[config.mk]
export PLATFORM = sky130hd
export DESIGN_NAME = bcd_clock_counter_flat
export DESIGN_NICKNAME = d
export VERILOG_FILES = /design/src/rtl/bcd_clock_counter_if.sv /design/src/rtl/bcd_clock_counter.sv /design/src/flat_wrapper.sv
export SDC_FILE = /design/constraint.sdc
export NUM_CORES = 1
export LEC_CHECK = 0
export ABC_AREA = 0
export BUFFER_PORTS_ARGS = -buffer_cell sky130_fd_sc_hd__buf_2
export CAP_MARGIN = 20
export CORE_AREA = 2 2 74 105
export CTS_CLUSTER_SIZE = 10
export DETAILED_ROUTE_END_ITERATION = 12
export DIE_AREA = 0 0 76 107
export GPL_TIMING_DRIVEN = 0
export PLACE_DENSITY_LB_ADDON = 0.3
export SYNTH_ARGS = -nofsm -noshare
export SYNTH_HDL_FRONTEND = slang
export SYNTH_SLANG_ARGS = --single-unit
[constraint.sdc]
create_clock -name clk -period 7.86 [get_ports clk]
set_input_delay 0.393 -clock clk [delete_from_list [all_inputs] [get_ports clk]]
set_output_delay 0.393 -clock clk [all_outputs]
set_load 0.01 [all_outputs]
[src/rtl/bcd_clock_counter_if.sv]
// Control and display bundle between the game controller and one mm:ss BCD counter.
// Latency: none (wires only).
// Backpressure: none; strobes are single-cycle and always accepted.
// master: controller side, drives ce/impulse/mode/load/bonus and the preload/bonus values.
// slave : counter side, returns the BCD digits plus zero/flag/wrap status.
interface bcd_clock_counter_if #(
  parameter int MIN_DIGITS = 2
);
  logic                    ce;
  logic                    impulse;
  logic                    mode;
  logic                    load;
  logic [4*MIN_DIGITS-1:0] load_min;
  logic [7:0]              load_sec;
  logic                    bonus;
  logic [7:0]              bonus_sec;
  logic [4*MIN_DIGITS-1:0] min;
  logic [3:0]              sec_tens;
  logic [3:0]              sec_units;
  logic                    zero;
  logic                    flag;
  logic                    wrap;

  modport master (
    output ce, impulse, mode, load, load_min, load_sec, bonus, bonus_sec,
    input  min, sec_tens, sec_units, zero, flag, wrap
  );

  modport slave (
    input  ce, impulse, mode, load, load_min, load_sec, bonus, bonus_sec,
    output min, sec_tens, sec_units, zero, flag, wrap
  );
endinterface

[src/rtl/bcd_clock_counter.sv]
// Per-player mm:ss BCD time counter: up/down count, clamped preload, Fischer bonus, flag-fall.
// Latency: 1 clock from any strobe (load, bonus, tick) to the registered outputs.
// Backpressure: none; every strobe is consumed in the cycle it is presented.
// Ports: clk, rst_n (async active-low); bus (slave modport) carries controls in and digits/status out.
module bcd_clock_counter #(
  parameter int MIN_DIGITS = 2,
  parameter bit WRAP_UP    = 1'b1
) (
  input logic               clk,
  input logic               rst_n,
  bcd_clock_counter_if.slave bus
);
  // The count is held as one packed BCD vector: digit 0 = seconds units,
  // digit 1 = seconds tens (radix 6), digits 2.. = minutes (radix 10).
  localparam int ND = MIN_DIGITS + 2;
  localparam int W  = 4 * ND;

  function automatic logic [3:0] dig_max(input int i);
    return (i == 1) ? 4'd5 : 4'd9;
  endfunction

  function automatic logic [W-1:0] max_val();
    logic [W-1:0] r;
    r = '0;
    for (int i = 0; i < ND; i++) r[4*i +: 4] = dig_max(i);
    return r;
  endfunction

  localparam logic [W-1:0] CNT_MAX = max_val();

  function automatic logic [W-1:0] clamp(input logic [W-1:0] v);
    logic [W-1:0] r;
    r = v;
    for (int i = 0; i < ND; i++)
      if (v[4*i +: 4] > dig_max(i)) r[4*i +: 4] = dig_max(i);
    return r;
  endfunction

  // Returns {carry_out, v+1}; carry_out means v was the maximum.
  function automatic logic [W:0] bcd_inc(input logic [W-1:0] v);
    logic [W-1:0] r;
    logic         c;
    r = v;
    c = 1'b1;
    for (int i = 0; i < ND; i++) begin
      if (c) begin
        if (v[4*i +: 4] == dig_max(i)) begin
          r[4*i +: 4] = 4'd0;
        end else begin
          r[4*i +: 4] = v[4*i +: 4] + 4'd1;
          c = 1'b0;
        end
      end
    end
    return {c, r};
  endfunction

  // Only used on a non-zero count, so the final borrow is never needed.
  function automatic logic [W-1:0] bcd_dec(input logic [W-1:0] v);
    logic [W-1:0] r;
    logic         b;
    r = v;
    b = 1'b1;
    for (int i = 0; i < ND; i++) begin
      if (b) begin
        if (v[4*i +: 4] == 4'd0) begin
          r[4*i +: 4] = dig_max(i);
        end else begin
          r[4*i +: 4] = v[4*i +: 4] - 4'd1;
          b = 1'b0;
        end
      end
    end
    return r;
  endfunction

  // Returns {overflow, v+a}; digits of both operands are legal for their radix.
  function automatic logic [W:0] bcd_add(input logic [W-1:0] v, input logic [W-1:0] a);
    logic [W-1:0] r;
    logic [4:0]   s;
    logic         c;
    r = '0;
    c = 1'b0;
    for (int i = 0; i < ND; i++) begin
      s = {1'b0, v[4*i +: 4]} + {1'b0, a[4*i +: 4]} + {4'd0, c};
      if (s > {1'b0, dig_max(i)}) begin
        s = s - ({1'b0, dig_max(i)} + 5'd1);
        c = 1'b1;
      end else begin
        c = 1'b0;
      end
      r[4*i +: 4] = s[3:0];
    end
    return {c, r};
  endfunction

  logic [W-1:0] cnt_q, cnt_d;
  logic         flag_q, flag_d;
  logic         wrap_q, wrap_d;
  logic         tick;
  logic [W-1:0] load_v, bonus_v, dec_v;
  logic [W:0]   inc_r, sum_r;

  always_comb begin
    cnt_d   = cnt_q;
    flag_d  = flag_q;
    wrap_d  = 1'b0;
    tick    = bus.ce & bus.impulse;
    load_v  = clamp({bus.load_min, bus.load_sec});
    bonus_v = clamp({{(W-8){1'b0}}, bus.bonus_sec});
    inc_r   = bcd_inc(cnt_q);
    // Bonus and tick are merged: add first, then the tick decrements the sum,
    // so a tick arriving with a bonus is never lost.
    sum_r   = bcd_add(cnt_q, bus.bonus ? bonus_v : '0);
    dec_v   = bcd_dec(sum_r[W-1:0]);

    if (bus.load) begin
      cnt_d  = load_v;
      flag_d = 1'b0;
    end else if (!bus.mode) begin
      if (tick) begin
        if (inc_r[W]) begin
          if (WRAP_UP) begin
            cnt_d  = '0;
            wrap_d = 1'b1;
          end
        end else begin
          cnt_d = inc_r[W-1:0];
        end
      end
    end else if (sum_r[W]) begin
      // Sum beyond range: sum-1 is still >= maximum, so saturate either way.
      cnt_d = CNT_MAX;
    end else if (tick) begin
      if (sum_r[W-1:0] == '0) begin
        flag_d = 1'b1;
      end else begin
        cnt_d = dec_v;
        if (dec_v == '0) flag_d = 1'b1;
      end
    end else begin
      cnt_d = sum_r[W-1:0];
    end
  end

  always_ff @(posedge clk or negedge rst_n) begin
    if (!rst_n) begin
      cnt_q  <= '0;
      flag_q <= 1'b0;
      wrap_q <= 1'b0;
    end else begin
      cnt_q  <= cnt_d;
      flag_q <= flag_d;
      wrap_q <= wrap_d;
    end
  end

  assign bus.min       = cnt_q[W-1:8];
  assign bus.sec_tens  = cnt_q[7:4];
  assign bus.sec_units = cnt_q[3:0];
  assign bus.zero      = (cnt_q == '0);
  assign bus.flag      = flag_q;
  assign bus.wrap      = wrap_q;
endmodule

[src/flat_wrapper.sv]
// flat-port wrapper written by rule: the top's interface ports become plain ports
module bcd_clock_counter_flat 
#(
  parameter int MIN_DIGITS = 2,
  parameter bit WRAP_UP    = 1'b1
)
  (clk, rst_n, bus_ce, bus_impulse, bus_mode, bus_load, bus_load_min, bus_load_sec, bus_bonus, bus_bonus_sec, bus_min, bus_sec_tens, bus_sec_units, bus_zero, bus_flag, bus_wrap);
  bcd_clock_counter_if #(.MIN_DIGITS(MIN_DIGITS)) bus_i ();
  input logic clk;
  input logic rst_n;
  input wire logic [$bits(bus_i.ce)-1:0] bus_ce;
  input wire logic [$bits(bus_i.impulse)-1:0] bus_impulse;
  input wire logic [$bits(bus_i.mode)-1:0] bus_mode;
  input wire logic [$bits(bus_i.load)-1:0] bus_load;
  input wire logic [$bits(bus_i.load_min)-1:0] bus_load_min;
  input wire logic [$bits(bus_i.load_sec)-1:0] bus_load_sec;
  input wire logic [$bits(bus_i.bonus)-1:0] bus_bonus;
  input wire logic [$bits(bus_i.bonus_sec)-1:0] bus_bonus_sec;
  output wire logic [$bits(bus_i.min)-1:0] bus_min;
  output wire logic [$bits(bus_i.sec_tens)-1:0] bus_sec_tens;
  output wire logic [$bits(bus_i.sec_units)-1:0] bus_sec_units;
  output wire logic [$bits(bus_i.zero)-1:0] bus_zero;
  output wire logic [$bits(bus_i.flag)-1:0] bus_flag;
  output wire logic [$bits(bus_i.wrap)-1:0] bus_wrap;
  assign bus_i.ce = bus_ce;
  assign bus_i.impulse = bus_impulse;
  assign bus_i.mode = bus_mode;
  assign bus_i.load = bus_load;
  assign bus_i.load_min = bus_load_min;
  assign bus_i.load_sec = bus_load_sec;
  assign bus_i.bonus = bus_bonus;
  assign bus_i.bonus_sec = bus_bonus_sec;
  assign bus_min = bus_i.min;
  assign bus_sec_tens = bus_i.sec_tens;
  assign bus_sec_units = bus_i.sec_units;
  assign bus_zero = bus_i.zero;
  assign bus_flag = bus_i.flag;
  assign bus_wrap = bus_i.wrap;
  bcd_clock_counter #(.MIN_DIGITS(MIN_DIGITS), .WRAP_UP(WRAP_UP)) u_core (.clk(clk), .rst_n(rst_n), .bus(bus_i));
endmodule
Word-level counts from Yosys, hierarchy flattened:

Cells that the tools add are included.

* logic and storage cells: 119
* bits of input ports: 31
* output and inout bits: 19
* bits in registers: 18

* $lt $le $gt $ge: 10
* muxes and demuxes: 58
* add/subtract/negate cells: 19
* bitwise logic cells: 1
* reductions and logical operators: 19
* eq/ne operators: 6

Operator list (count)
* 16-bit 2-to-1 mux: 7
* 4-bit 2-to-1 mux: 24
* 16-bit zero test: 3
* 1-bit 2-to-1 mux: 26
* 4-bit by 1-bit adder with 4-bit output, second input constant: 4
* 4-bit > comparator, second input constant: 4
* 4-bit zero test: 4
* 4-bit by 1-bit subtractor with 4-bit output, second input constant: 4
* 5-bit by 1-bit adder with 5-bit output: 3
* 5-bit by 4-bit > comparator with 1-bit output, second input constant: 3
* 4-bit == test, second input constant: 3
* 4-bit nonzero test: 3
* 4-bit subtractor, second input constant: 3
* 4-bit by 4-bit adder with 5-bit output: 2
* 4-bit by 4-bit adder with 5-bit output, second input constant: 2
* 3-bit AND reduction: 3
* 4-bit by 3-bit > comparator with 1-bit output, second input constant: 2
* 8-bit 2-to-1 mux: 1
* 3-bit nonzero test: 2
* 5-bit by 3-bit > comparator with 1-bit output, second input constant: 1
* 5-bit != test, second input constant: 1
* 4-bit by 3-bit == test with 1-bit output, second input constant: 1
* 4-bit AND reduction: 1
* 2-bit nonzero test: 2
* 4 further kinds: 4

Longest topological paths before layout:

Gate-level depths: netlist (run 1).

* depth after elaboration: 25
* depth in mapped cells: 37
* mapped depth without buffers: 36

Least setup slack after synthesis (run 1):

Ideal clock, no wire load.

* path kind: input -> register
* from: input bus_bonus_sec[2]
* to: register u_core.cnt_q[14]
* library setup time: 0.121 ns
* buffers on the path: 1
* slack: -0.273 ns
* stages on the path: 36
* data required time: 7.739 ns
* data arrival time: 8.012 ns
* cells stage by stage: o21a_1 o21a_1 ha_1 inv_1 fa_1 and2_1 o311ai_0 inv_1 fa_1 fa_1 xor2_1 inv_1 ha_1 nor2b_1 a21oi_1 nand2_1 ha_1 ha_1 nor2b_1 o21ai_0 o31ai_1 a21oi_1 ha_1 ha_1 xor2_1 inv_1 ha_1 a21boi_0 or3_1 clkbuf_1 o211ai_2 a211oi_1 and4b_1 a21oi_1 o21ai_0 a22o_1

* longest elaborated chain between the ends: 23
* elaborated cells between the ends (all ways): 43
* those cells by class: add/sub: 9; order compare: 5; eq/ne: 1; mux: 22; reduce/logical: 6

Ends and longest elaborated chain
* from (decl): RTL line flat_wrapper.sv:18 `input wire logic [$bits(bus_i.bonus_sec)-1:0] bus_bonus_sec;`
* 4-bit > comparator: RTL line bcd_clock_counter.sv:35 `if (v[4*i +: 4] > dig_max(i)) r[4*i +: 4] = dig_max(i);`
* 4-bit 2-to-1 mux *: RTL line bcd_clock_counter.sv:35
* 8-bit 2-to-1 mux *: RTL line bcd_clock_counter.sv:114 `sum_r = bcd_add(cnt_q, bus.bonus ? bonus_v : '0);`
* 4-bit by 4-bit adder with 5-bit output *: RTL line bcd_clock_counter.sv:85 `s = {1'b0, v[4*i +: 4]} + {1'b0, a[4*i +: 4]} + {4'd0, c};`
* 5-bit by 4-bit > comparator with 1-bit output: RTL line bcd_clock_counter.sv:86 `if (s > {1'b0, dig_max(i)}) begin`
* 1-bit 2-to-1 mux: RTL line bcd_clock_counter.sv:86
* 5-bit by 1-bit adder with 5-bit output: RTL line bcd_clock_counter.sv:85
* 5-bit by 3-bit > comparator with 1-bit output: RTL line bcd_clock_counter.sv:86
* [... 7 more ...]
* 4-bit by 1-bit subtractor with 4-bit output or 4-bit zero test (tied branches): RTL line bcd_clock_counter.sv:69, bcd_clock_counter.sv:66
* 4-bit 2-to-1 mux: RTL line bcd_clock_counter.sv:66 `if (v[4*i +: 4] == 4'd0) begin`
* 4-bit 2-to-1 mux: RTL line bcd_clock_counter.sv:65 `if (b) begin`
* 16-bit 2-to-1 mux: RTL line bcd_clock_counter.sv:135 `if (sum_r[W-1:0] == '0) begin`
* 16-bit 2-to-1 mux: RTL line bcd_clock_counter.sv:134 `end else if (tick) begin`
* 16-bit 2-to-1 mux: RTL line bcd_clock_counter.sv:131 `end else if (sum_r[W]) begin`
* 16-bit 2-to-1 mux: RTL line bcd_clock_counter.sv:120 `end else if (!bus.mode) begin`
* 16-bit 2-to-1 mux: RTL line bcd_clock_counter.sv:117 `if (bus.load) begin`
* to (signal assigned): RTL line bcd_clock_counter.sv:152 `cnt_q <= cnt_d;`
* to (decl): RTL line bcd_clock_counter.sv:97 `logic [W-1:0] cnt_q, cnt_d;`

Mark *: on every way between the ends. The rest lies on a longest branch, timed or not. The select of a mux whose other input is x is not followed.
A chain may end at the register's enable or synchronous reset.

Worst setup path after layout (run 1):

* from: register u_core.cnt_q[0]
* to: register u_core.cnt_q[10]

* longest elaborated chain between the ends: 17
* elaborated cells between the ends (all ways): 45
* those cells by class: add/sub: 9; order compare: 4; eq/ne: 2; mux: 24; reduce/logical: 6

Ends and longest elaborated chain
* branches (longest 17 deep; another with 4-bit by 4-bit adder with 5-bit output)

Parallel ways; which one is timed is not known. The select of a mux whose other input is x is not followed.

==> flow_metrics.env, run 1 <==
export IMPL_crit_top_cell="ha_2"
export IMPL_leakage_nw=1.67
export IMPL_power_density_mw_per_mm2=473
export IMPL_min_path_type="in -> async"
export IMPL_die_h_um=107
export IMPL_path_clk_slew_ps=90
export IMPL_synthesis_nets=482
export IMPL_p_comb_share_pct=85.0
export IMPL_avgSynthCellArea_um2=7.58
export IMPL_worst_pin_slew_ps=826
export IMPL_postRouteAntennaNets=0
export IMPL_synth_edf_count=0
export IMPL_fin_total_pwr_mw=1.84
export IMPL_reg2reg_from="u_core.cnt_q[0]$_DFFE_PN0P_"
export IMPL_clock_skew_ps=6.18
export IMPL_cts_made_buffers=3
export IMPL_cp_required_ps=8020
export IMPL_post_synth_instance_area_mm2=0.00318
export IMPL_dieArea_mm2=0.00813
export IMPL_dr_pass1_iters=4
export IMPL_vias_per_cell=6.05
export IMPL_p_int_mw=0.850
export IMPL_slew_headroom_pct=44.5
export IMPL_synthCells=419
export IMPL_row_count=37
export IMPL_stdcell_area_mm2=0.00389
export IMPL_hold_ws_ps=72.1
export IMPL_reg2reg_depth=34
export IMPL_end_kind="flop"
export IMPL_routed_wl_mm=9.83
export IMPL_status="complete, no violations"
export IMPL_finalSetupViolations=0
export IMPL_root_buffer="clkbuf_8"
export IMPL_die_x_um=76
export IMPL_fillers=694
export IMPL_ios=50
export IMPL_cp_num_cells=34
export IMPL_grt_pass1_wl_mm=15.9
export IMPL_place_gp_congestion=0.922
export IMPL_ff2ff_setup_slack_ps=300
export IMPL_synth_area_leaders="dfrtp_1, ha_1, o21ai_0"
export IMPL_synth_common_cells="ha_1, nand2_1, inv_1, nor2_1, o21ai_0"
export IMPL_crit_slowest_cell="fa_2"
export IMPL_cts_hold_buffers=0
export IMPL_area_growth_pct=22.5
export IMPL_slew_violations=0
export IMPL_grt_util_all_layers_pct=23.7
export IMPL_nets=551
export IMPL_hold_violations=0
export IMPL_cpPeakStageDelay_ps=450
export IMPL_htreeDepth=1
export IMPL_overflow=0
export IMPL_hpwlAfterDp_mm=7.32
export IMPL_clk_insertion_delay_late_ps=270
export IMPL_place_area_mm2=0.00355
export IMPL_crit_path_end="u_core.cnt_q[10]$_DFFE_PN0P_"
export IMPL_cp_num_buf_inv=4
export IMPL_seq_area_frac_synth_pct=14.2
export IMPL_yosys_warnings=0
export IMPL_cts_tree="done"
export IMPL_seqPwrFrac_pct=10.4
export IMPL_p_sw_mw=0.990
export IMPL_antenna_found_initial=0
export IMPL_cap_violations=0
export IMPL_async_flop_share_pct=100
export IMPL_wl_per_cell_um=16.8
export IMPL_portBuffers=47
export IMPL_num_vias=3536
export IMPL_start_util_pct=44.3
export IMPL_multi_input_comb_area_mm2=0.00273
export IMPL_initialDrtViolationCount=284
export IMPL_cp_arrival_ps=7720
export IMPL_fin_crit_sh_pct=96.1
export IMPL_period_needed_ps=7560
export IMPL_synth_flop_cell="dfrtp_1"
export IMPL_critPathLaunchType="flop"
export IMPL_synth_top_area_cell="dfrtp_1"
export IMPL_peakVddDrop_mv=0.294
export IMPL_rr_endpoint="u_core.cnt_q[10]$_DFFE_PN0P_"
export IMPL_synth_seq_cells=18
export IMPL_num_antenna_cells=0
export IMPL_clockBufferDepth=2
export IMPL_crit_type="reg -> reg"
export IMPL_pwr_share_clk_pct=4.6
export IMPL_grt_max_degree=19
export IMPL_grt_pass1_vias=3417
export IMPL_critPathMaxFanout=8
export IMPL_drive_above_1_share_pct=23.2
export IMPL_seqCellArea_um2=452
export IMPL_critPathTopFamily="adder cells"
export IMPL_max_freq_ghz=0.132
export IMPL_post_route_drc_count=0
export IMPL_swShare_pct=53.8
export IMPL_cts_sinks=18
export IMPL_crit_start="u_core.cnt_q[0]$_DFFE_PN0P_"
export IMPL_synthDominantCellAreaShare_pct=14.2
export IMPL_synth_cell_types=68
export IMPL_core_area_mm2=0.00718
[logic make-up (layout without fill, tap and decap cells)]
kind of cell	after synthesis	count (layout)	synth area share (%)
buffers and inverters	42	110	5.20
multiplexers	7	7	2.29
flip-flops	18	18	14.2
other	1	1	0.118
adder cells (fa/ha/maj)	32	32	13.3
AND/OR/NAND/NOR	158	158	27.5
AO/OA/AOI/OAI	146	146	33.3
XOR/XNOR	15	15	4.14
[layer usage]
metal	global-route usage [%]	wire length, um
met1	27.2	4000
met2	45.1	5200
met3	2.02	356
met4	9.35	272
met5	0	0
[cell usage in the layout (no fill, tap or decap), drive strengths merged, types with 4 or more instances in the layout]
cell type / Yosys / routed
a21oi: 24 / 24
and2: 5 / 5
o21a: 9 / 9
nor2b: 16 / 16
clkbuf: 12 / 15
nor3b: 4 / 4
xnor2: 6 / 6
nor4: 4 / 4
dfrtp: 18 / 18
nand4: 5 / 5
nand2b: 4 / 4
or2: 4 / 4
o211ai: 9 / 9
nor2: 28 / 28
a221oi: 5 / 5
inv: 28 / 28
a21o: 6 / 6
nand3: 18 / 18
and3: 5 / 5
a21boi: 5 / 5
nor3: 12 / 12
a31oi: 8 / 8
nand2: 29 / 29
o21bai: 4 / 4
mux2i: 5 / 5
o31ai: 5 / 5
a211oi: 7 / 7
a32oi: 6 / 6
nand3b: 8 / 8
ha: 29 / 29
o21ai: 25 / 25
buf: 2 / 67
xor2: 9 / 9
[how the worst min path moves through the flow]
stage	startpoint	endpoint	slack, ps	cells past startpoint
floorplan	rst_n	u_core.bus.flag$_DFFE_PN0P_	100	0
global placement	rst_n	u_core.cnt_q[7]$_DFFE_PN0P_	370	1
detailed placement	rst_n	u_core.cnt_q[4]$_DFFE_PN0P_	370	1
CTS	rst_n	u_core.cnt_q[1]$_DFFE_PN0P_	90	1
global route	rst_n	u_core.cnt_q[1]$_DFFE_PN0P_	90	1
finish	rst_n	u_core.cnt_q[1]$_DFFE_PN0P_	70	1
[power groups by stage]
stage          Sequential, mW  Combinational [mW]  Clock (mW)
2_1_floorplan           0.187                1.03           0
3_3_place_gp            0.187                1.31           0
3_5_place_dp            0.187                1.33           0
4_1_cts                 0.187                1.40      0.0828
5_1_grt                 0.199                1.72      0.0891
6_report                0.191                1.56      0.0846
[what timing repair did]
item | in CTS | in global routing
setup buffers | 2 | 16
gates cloned | 0 | 0
endpoints found under the setup margin | 17 | 16
hold endpoints to repair | 0 | 0
resized for setup | 22 | 17
pin swaps | 4 | 11
[metrics by stage]
| step | TNS [ps] | setup WS (ps) | utilization, % | cells |
|---|---|---|---|---|
| floorplan | 0 | 0.137 | - | 419 |
| global placement | -18310 | -1320 | 49.4 | 563 |
| detailed placement | -20340 | -1440 | 49.4 | 563 |
| CTS | 0 | 59.1 | 51.5 | 568 |
| global route | -204 | -68.1 | 54.2 | 584 |
| finish | 0 | 303 | 54.2 | 584 |
[registers in the layout (all words and copies together) (netlist names)]
register,count
u_core.bus.flag,1
u_core.bus.wrap,1
u_core.cnt_q,16
[final cells by class]
| class | count | area share [%] |
|---|---|---|
| Timing Repair Buffer | 65 | 9.52 |
| Tap cell | 97 | 3.12 |
| Inverter | 28 | 2.70 |
| Sequential cell | 18 | 11.6 |
| Clock buffer | 4 | 1.41 |
| Multi-Input combinational cell | 359 | 70.2 |
| Buffer | 13 | 1.48 |
[worst reg2reg max path, delay by kind of cell, from the launching register on]
kind / cells / cell delay, ps
AOI/OAI and AO/OA: 11 / 2040
xor gates and xnor gates: 3 / 570
adders and majority gates: 10 / 2670
buffers and inverters: 4 / 280
DFF: 1 / 440
and+or+nand+nor: 6 / 1440
(Power assumes the default switching activity.)
==> run 2, diff against run 1 <==
--- a/config.mk
+++ b/config.mk
@@ -8,10 +8,10 @@
 export ABC_AREA = 0
 export BUFFER_PORTS_ARGS = -buffer_cell sky130_fd_sc_hd__buf_2
 export CAP_MARGIN = 20
-export CORE_AREA = 2 2 74 105
+export CORE_AREA = 2 2 79 111
 export CTS_CLUSTER_SIZE = 10
 export DETAILED_ROUTE_END_ITERATION = 12
-export DIE_AREA = 0 0 76 107
+export DIE_AREA = 0 0 81 113
 export GPL_TIMING_DRIVEN = 0
 export PLACE_DENSITY_LB_ADDON = 0.3
 export SYNTH_ARGS = -nofsm -noshare
==> flow_metrics.env, run 2 (same netlist as run 1, synthesis figures left out) <==
export IMPL_placed_cells=568
export IMPL_path_clk_slew_ps=60
export IMPL_worst_pin_slew_ps=813
export IMPL_htreeDepth=1
export IMPL_fin_total_pwr_mw=1.86
export IMPL_cp_num_buf_inv=5
export IMPL_ios=50
export IMPL_fillers=823
export IMPL_routed_wl_mm=9.87
export IMPL_finalSetupViolations=0
export IMPL_cp_required_ps=8010
export IMPL_dr_pass1_iters=5
export IMPL_start_util_pct=39.2
export IMPL_nets=547
export IMPL_multi_input_comb_area_mm2=0.00275
export IMPL_antenna_found_initial=0
export IMPL_vias_per_cell=5.99
export IMPL_num_vias=3503
export IMPL_final_cells=585
export IMPL_place_gp_congestion=0.883
export IMPL_grt_util_all_layers_pct=21.8
export IMPL_layout_cells_most_common_list="buf_2, nand2_1, nor2_1"
export IMPL_regMostFlops="u_core.cnt_q"
export IMPL_cts_made_buffers=3
export IMPL_critPathMaxFanout=8
export IMPL_critPathLaunchType="primary input"
export IMPL_core_area_mm2=0.00810
export IMPL_die_x_um=81
export IMPL_utilization_pct=48.4
export IMPL_overflow=0
export IMPL_grt_max_degree=19
export IMPL_power_density_mw_per_mm2=475
export IMPL_slew_headroom_pct=45.6
export IMPL_rr_endpoint="u_core.cnt_q[5]$_DFFE_PN0P_"
export IMPL_max_freq_ghz=0.134
export IMPL_dieArea_mm2=0.00915
export IMPL_hpwlAfterDp_mm=7.49
export IMPL_reg2reg_depth=33
export IMPL_area_growth_pct=23.5
export IMPL_cpPeakStageDelay_ps=470
export IMPL_slew_violations=0
export IMPL_clockBufferDepth=2
export IMPL_ff2ff_setup_slack_ps=450
export IMPL_status="complete, no violations"
export IMPL_critPathTopFamily="adder cells"
export IMPL_wl_per_cell_um=16.9
export IMPL_initialDrtViolationCount=324
export IMPL_largest_reg_flops=16
export IMPL_row_count=39
export IMPL_seqCellArea_um2=452
export IMPL_drive_above_1_share_pct=22.8
export IMPL_grt_pass1_wl_mm=16.0
export IMPL_min_path_type="in -> async"
export IMPL_cts_tree="done"
export IMPL_cts_hold_buffers=0
export IMPL_reg2reg_from="u_core.cnt_q[0]$_DFFE_PN0P_"
export IMPL_postRouteAntennaNets=0
export IMPL_portBuffers=47
export IMPL_post_route_drc_count=0
export IMPL_leakage_nw=1.68
export IMPL_hold_violations=0
export IMPL_die_h_um=113
export IMPL_crit_slowest_cell="fa_2"
export IMPL_cap_violations=0
export IMPL_crit_type="in -> reg"
export IMPL_clk_insertion_delay_late_ps=260
export IMPL_cts_sinks=18
export IMPL_layout_commonest_cell="buf_2"
export IMPL_crit_top_cell="ha_4"
export IMPL_root_buffer="clkbuf_16"
export IMPL_peakVddDrop_mv=0.232
export IMPL_clock_skew_ps=4.70
export IMPL_cp_arrival_ps=7630
export IMPL_grt_pass1_vias=3469
export IMPL_num_antenna_cells=0
export IMPL_fin_crit_sh_pct=95.2
export IMPL_period_needed_ps=7480
export IMPL_end_kind="flop"
-- run 2: cell types whose count changed in the layout (fill, tap and decap cells not counted), sizes merged --
cell and change:
buf -4
-- run 2: worst max path at each step --
stage	from	to	slack (ps)	cells after the start
6_report	bus_bonus_sec[2]	u_core.cnt_q[5]$_DFFE_PN0P_	380	35
5_1_grt	bus_bonus_sec[2]	u_core.cnt_q[9]$_DFFE_PN0P_	-40	36
4_1_cts	bus_bonus_sec[2]	u_core.cnt_q[10]$_DFFE_PN0P_	20	36
3_5_place_dp	bus_bonus_sec[2]	u_core.cnt_q[8]$_DFFE_PN0P_	-1450	37
3_3_place_gp	bus_bonus_sec[2]	u_core.cnt_q[10]$_DFFE_PN0P_	-1260	37
2_1_floorplan	bus_bonus_sec[2]	u_core.cnt_q[14]$_DFFE_PN0P_	0.1	36
-- run 2: repair_timing --
item                       in CTS  in global routing
pin swaps                       5                 15
setup endpoints to repair      17                 17
gates resized for setup        23                 18
cloned                          0                  0
buffers inserted                3                 11
-- run 2: power by group --
part | switching, mW | internal (mW)
Clock | 0.0423 | 0.0778
Sequential | 0.0665 | 0.126
Combinational | 0.885 | 0.665
-- run 2: per-stage QoR --
| step | hold WS [ps] | area, um^2 | setup slack (ps) | TNS (ps) |
|---|---|---|---|---|
| 2_1_floorplan | 97.4 | 3190 | 0.137 | 0 |
| 3_3_place_gp | 367 | 3550 | -1260 | -17850 |
| 3_5_place_dp | 368 | 3550 | -1450 | -21060 |
| 4_1_cts | 96.5 | 3750 | 16.1 | 0 |
| 5_1_grt | 106 | 3920 | -35.9 | -127 |
| 6_report | 83.9 | 3920 | 380 | 0 |
-- run 2: cell type report --
type | count | area share, %
Buffer | 13 | 1.47
Clock buffer | 4 | 2.27
Inverter | 28 | 2.68
Multi-Input combinational cell | 359 | 70.1
Sequential cell | 18 | 11.5
Tap cell | 102 | 3.25
Timing Repair Buffer | 61 | 8.68
-- run 2: worst reg2reg max path: cells and delay by family (launching register included) --
| kind | cells | cell delay (ps) |
|---|---|---|
| AND/OR/NAND/NOR | 7 | 1290 |
| buffers and inverters | 4 | 350 |
| adder cells (fa/ha/maj) | 9 | 2340 |
| flip-flops | 1 | 460 |
| AO/OA/AOI/OAI | 9 | 1650 |
| XOR/XNOR | 2 | 350 |
| multiplexers | 2 | 820 |
-- run 2: routing by layer --
layer	global-route usage, %	part of all wire [%]
met1	25.5	40
met4	8.93	3.2
met5	0	0
met2	39.9	52
met3	1.75	4.4
==> run 3, diff against run 2 <==
--- a/config.mk
+++ b/config.mk
@@ -8,12 +8,13 @@
 export ABC_AREA = 0
 export BUFFER_PORTS_ARGS = -buffer_cell sky130_fd_sc_hd__buf_2
 export CAP_MARGIN = 20
-export CORE_AREA = 2 2 79 111
+export CORE_AREA = 2 2 90 127
 export CTS_CLUSTER_SIZE = 10
 export DETAILED_ROUTE_END_ITERATION = 12
-export DIE_AREA = 0 0 81 113
+export DIE_AREA = 0 0 92 129
 export GPL_TIMING_DRIVEN = 0
 export PLACE_DENSITY_LB_ADDON = 0.3
+export REMOVE_ABC_BUFFERS = 1
 export SYNTH_ARGS = -nofsm -noshare
 export SYNTH_HDL_FRONTEND = slang
 export SYNTH_SLANG_ARGS = --single-unit
==> flow_metrics.env, run 3 (same netlist as run 1, synthesis figures left out) <==
export IMPL_worst_pin_slew_ps=862
export IMPL_dr_pass1_iters=4
export IMPL_cts_tree="done"
export IMPL_min_path_type="in -> async"
export IMPL_post_route_drc_count=0
export IMPL_clockBufferDepth=2
export IMPL_reg2reg_depth=34
export IMPL_root_buffer="clkbuf_16"
export IMPL_fin_crit_sh_pct=95.2
export IMPL_htreeDepth=1
export IMPL_cap_violations=0
export IMPL_period_needed_ps=7480
export IMPL_clk_insertion_delay_late_ps=260
export IMPL_clock_skew_ps=2.84
export IMPL_layout_commonest_cell="buf_2"
export IMPL_row_count=45
export IMPL_path_clk_slew_ps=60
export IMPL_wl_per_cell_um=17.1
export IMPL_layout_cells_most_common_list="buf_2, nand2_1, nor2_1"
export IMPL_dieArea_mm2=0.0119
export IMPL_cp_num_buf_inv=4
export IMPL_placed_cells=595
export IMPL_nets=537
export IMPL_ios=50
export IMPL_grt_pass1_wl_mm=16.7
export IMPL_num_vias=3497
export IMPL_antenna_found_initial=0
export IMPL_end_kind="flop"
export IMPL_place_area_mm2=0.00354
export IMPL_cp_arrival_ps=7630
export IMPL_cpPeakStageDelay_ps=440
export IMPL_utilization_pct=36.7
export IMPL_cp_required_ps=8000
export IMPL_core_area_mm2=0.0107
export IMPL_peakVddDrop_mv=0.209
export IMPL_max_freq_ghz=0.134
export IMPL_power_density_mw_per_mm2=474
export IMPL_vias_per_cell=5.70
export IMPL_crit_start="u_core.cnt_q[0]$_DFFE_PN0P_"
export IMPL_cts_sinks=18
export IMPL_p_sw_mw=1.00
export IMPL_stdcell_area_mm2=0.00393
export IMPL_pre_cts_slack_ps=-2090
export IMPL_crit_slowest_cell="dfrtp_2"
export IMPL_p_int_mw=0.856
export IMPL_postRouteAntennaNets=0
export IMPL_routed_wl_mm=10.5
export IMPL_die_h_um=129
export IMPL_die_x_um=92
export IMPL_grt_max_degree=20
export IMPL_grt_util_all_layers_pct=17.3
export IMPL_critPathMaxFanout=7
export IMPL_initialDrtViolationCount=255
export IMPL_grt_pass1_vias=3358
export IMPL_num_antenna_cells=0
export IMPL_start_util_pct=29.7
export IMPL_area_growth_pct=23.6
export IMPL_overflow=0
export IMPL_crit_type="reg -> reg"
export IMPL_setup_ws_ps=378
export IMPL_largest_reg_flops=16
export IMPL_p_comb_share_pct=81.5
export IMPL_fin_total_pwr_mw=1.86
export IMPL_ff2ff_setup_slack_ps=380
export IMPL_status="complete, no violations"
export IMPL_cp_num_cells=34
export IMPL_seqPwrFrac_pct=12.1
export IMPL_pwr_share_clk_pct=6.4
export IMPL_critPathTopFamily="adder cells"
export IMPL_final_cells=614
export IMPL_finalSetupViolations=0
export IMPL_critPathLaunchType="flop"
export IMPL_regMostFlops="u_core.cnt_q"
export IMPL_cts_made_buffers=3
export IMPL_place_gp_congestion=0.846
export IMPL_reg2reg_from="u_core.cnt_q[0]$_DFFE_PN0P_"
export IMPL_drive_above_1_share_pct=23.3
export IMPL_hold_violations=0
export IMPL_slew_violations=0
export IMPL_slew_headroom_pct=42.3
export IMPL_hpwlAfterDp_mm=7.93
export IMPL_leakage_nw=1.67
export IMPL_portBuffers=49
export IMPL_swShare_pct=54.0
[run 3: routing by layer]
metal	track usage, %	part of all wire [%]
met1	19.7	39
met2	32.7	54
met3	0.995	2.7
met4	8.08	3.9
met5	0	0
[run 3: worst register-to-register path: cells and delay by family (launching register included)]
family	cells	cell delay, ps
AO/OA/AOI/OAI	11	2120
buffers and inverters	4	290
adder cells (fa/ha/maj)	10	2650
XOR/XNOR	3	530
flip-flops	1	440
AND/OR/NAND/NOR	6	1350
[run 3: power groups by stage]
stage	clock (mW)	combinational, mW	sequential [mW]
after global placement	0	1.28	0.219
after global routing	0.122	1.67	0.236
after floorplan	0	0.984	0.205
final	0.120	1.52	0.224
after detailed placement	0	1.30	0.220
after CTS	0.121	1.39	0.222
[run 3: worst paths after layout]
path | end
worst max-delay path | u_core.cnt_q[10]$_DFFE_PN0P_
worst min-delay path | u_core.cnt_q[7]$_DFFE_PN0P_
worst max register to register | u_core.cnt_q[10]$_DFFE_PN0P_
worst min register to register | u_core.bus.flag$_DFFE_PN0P_
max in group asynchronous | u_core.cnt_q[0]$_DFFE_PN0P_
min in group clk | u_core.cnt_q[2]$_DFFE_PN0P_
[run 3: what timing repair did]
action                     in CTS  in global routing
resized for setup              26                 16
setup buffers                   3                 11
hold buffers                    0                  0
hold endpoints to repair        0                  0
setup endpoints to repair      17                 17
cloned                          0                  1
pin swaps                       4                 12
[run 3: layout make-up]
type / instances / area, um^2
tap: 141 / 176
timing repair buffer: 63 / 350
sequential: 18 / 452
multi-input combinational: 360 / 2750
clock buffer: 4 / 88.8
inverter: 28 / 105
fill: 1165 / 6770
[run 3: per-stage QoR]
step	hold slack (ps)	setup TNS, ps
after floorplan	97.4	-1780
after global placement	374	-27230
after detailed placement	383	-30200
after CTS	107	0
after global routing	123	-81.7
final	89.3	0
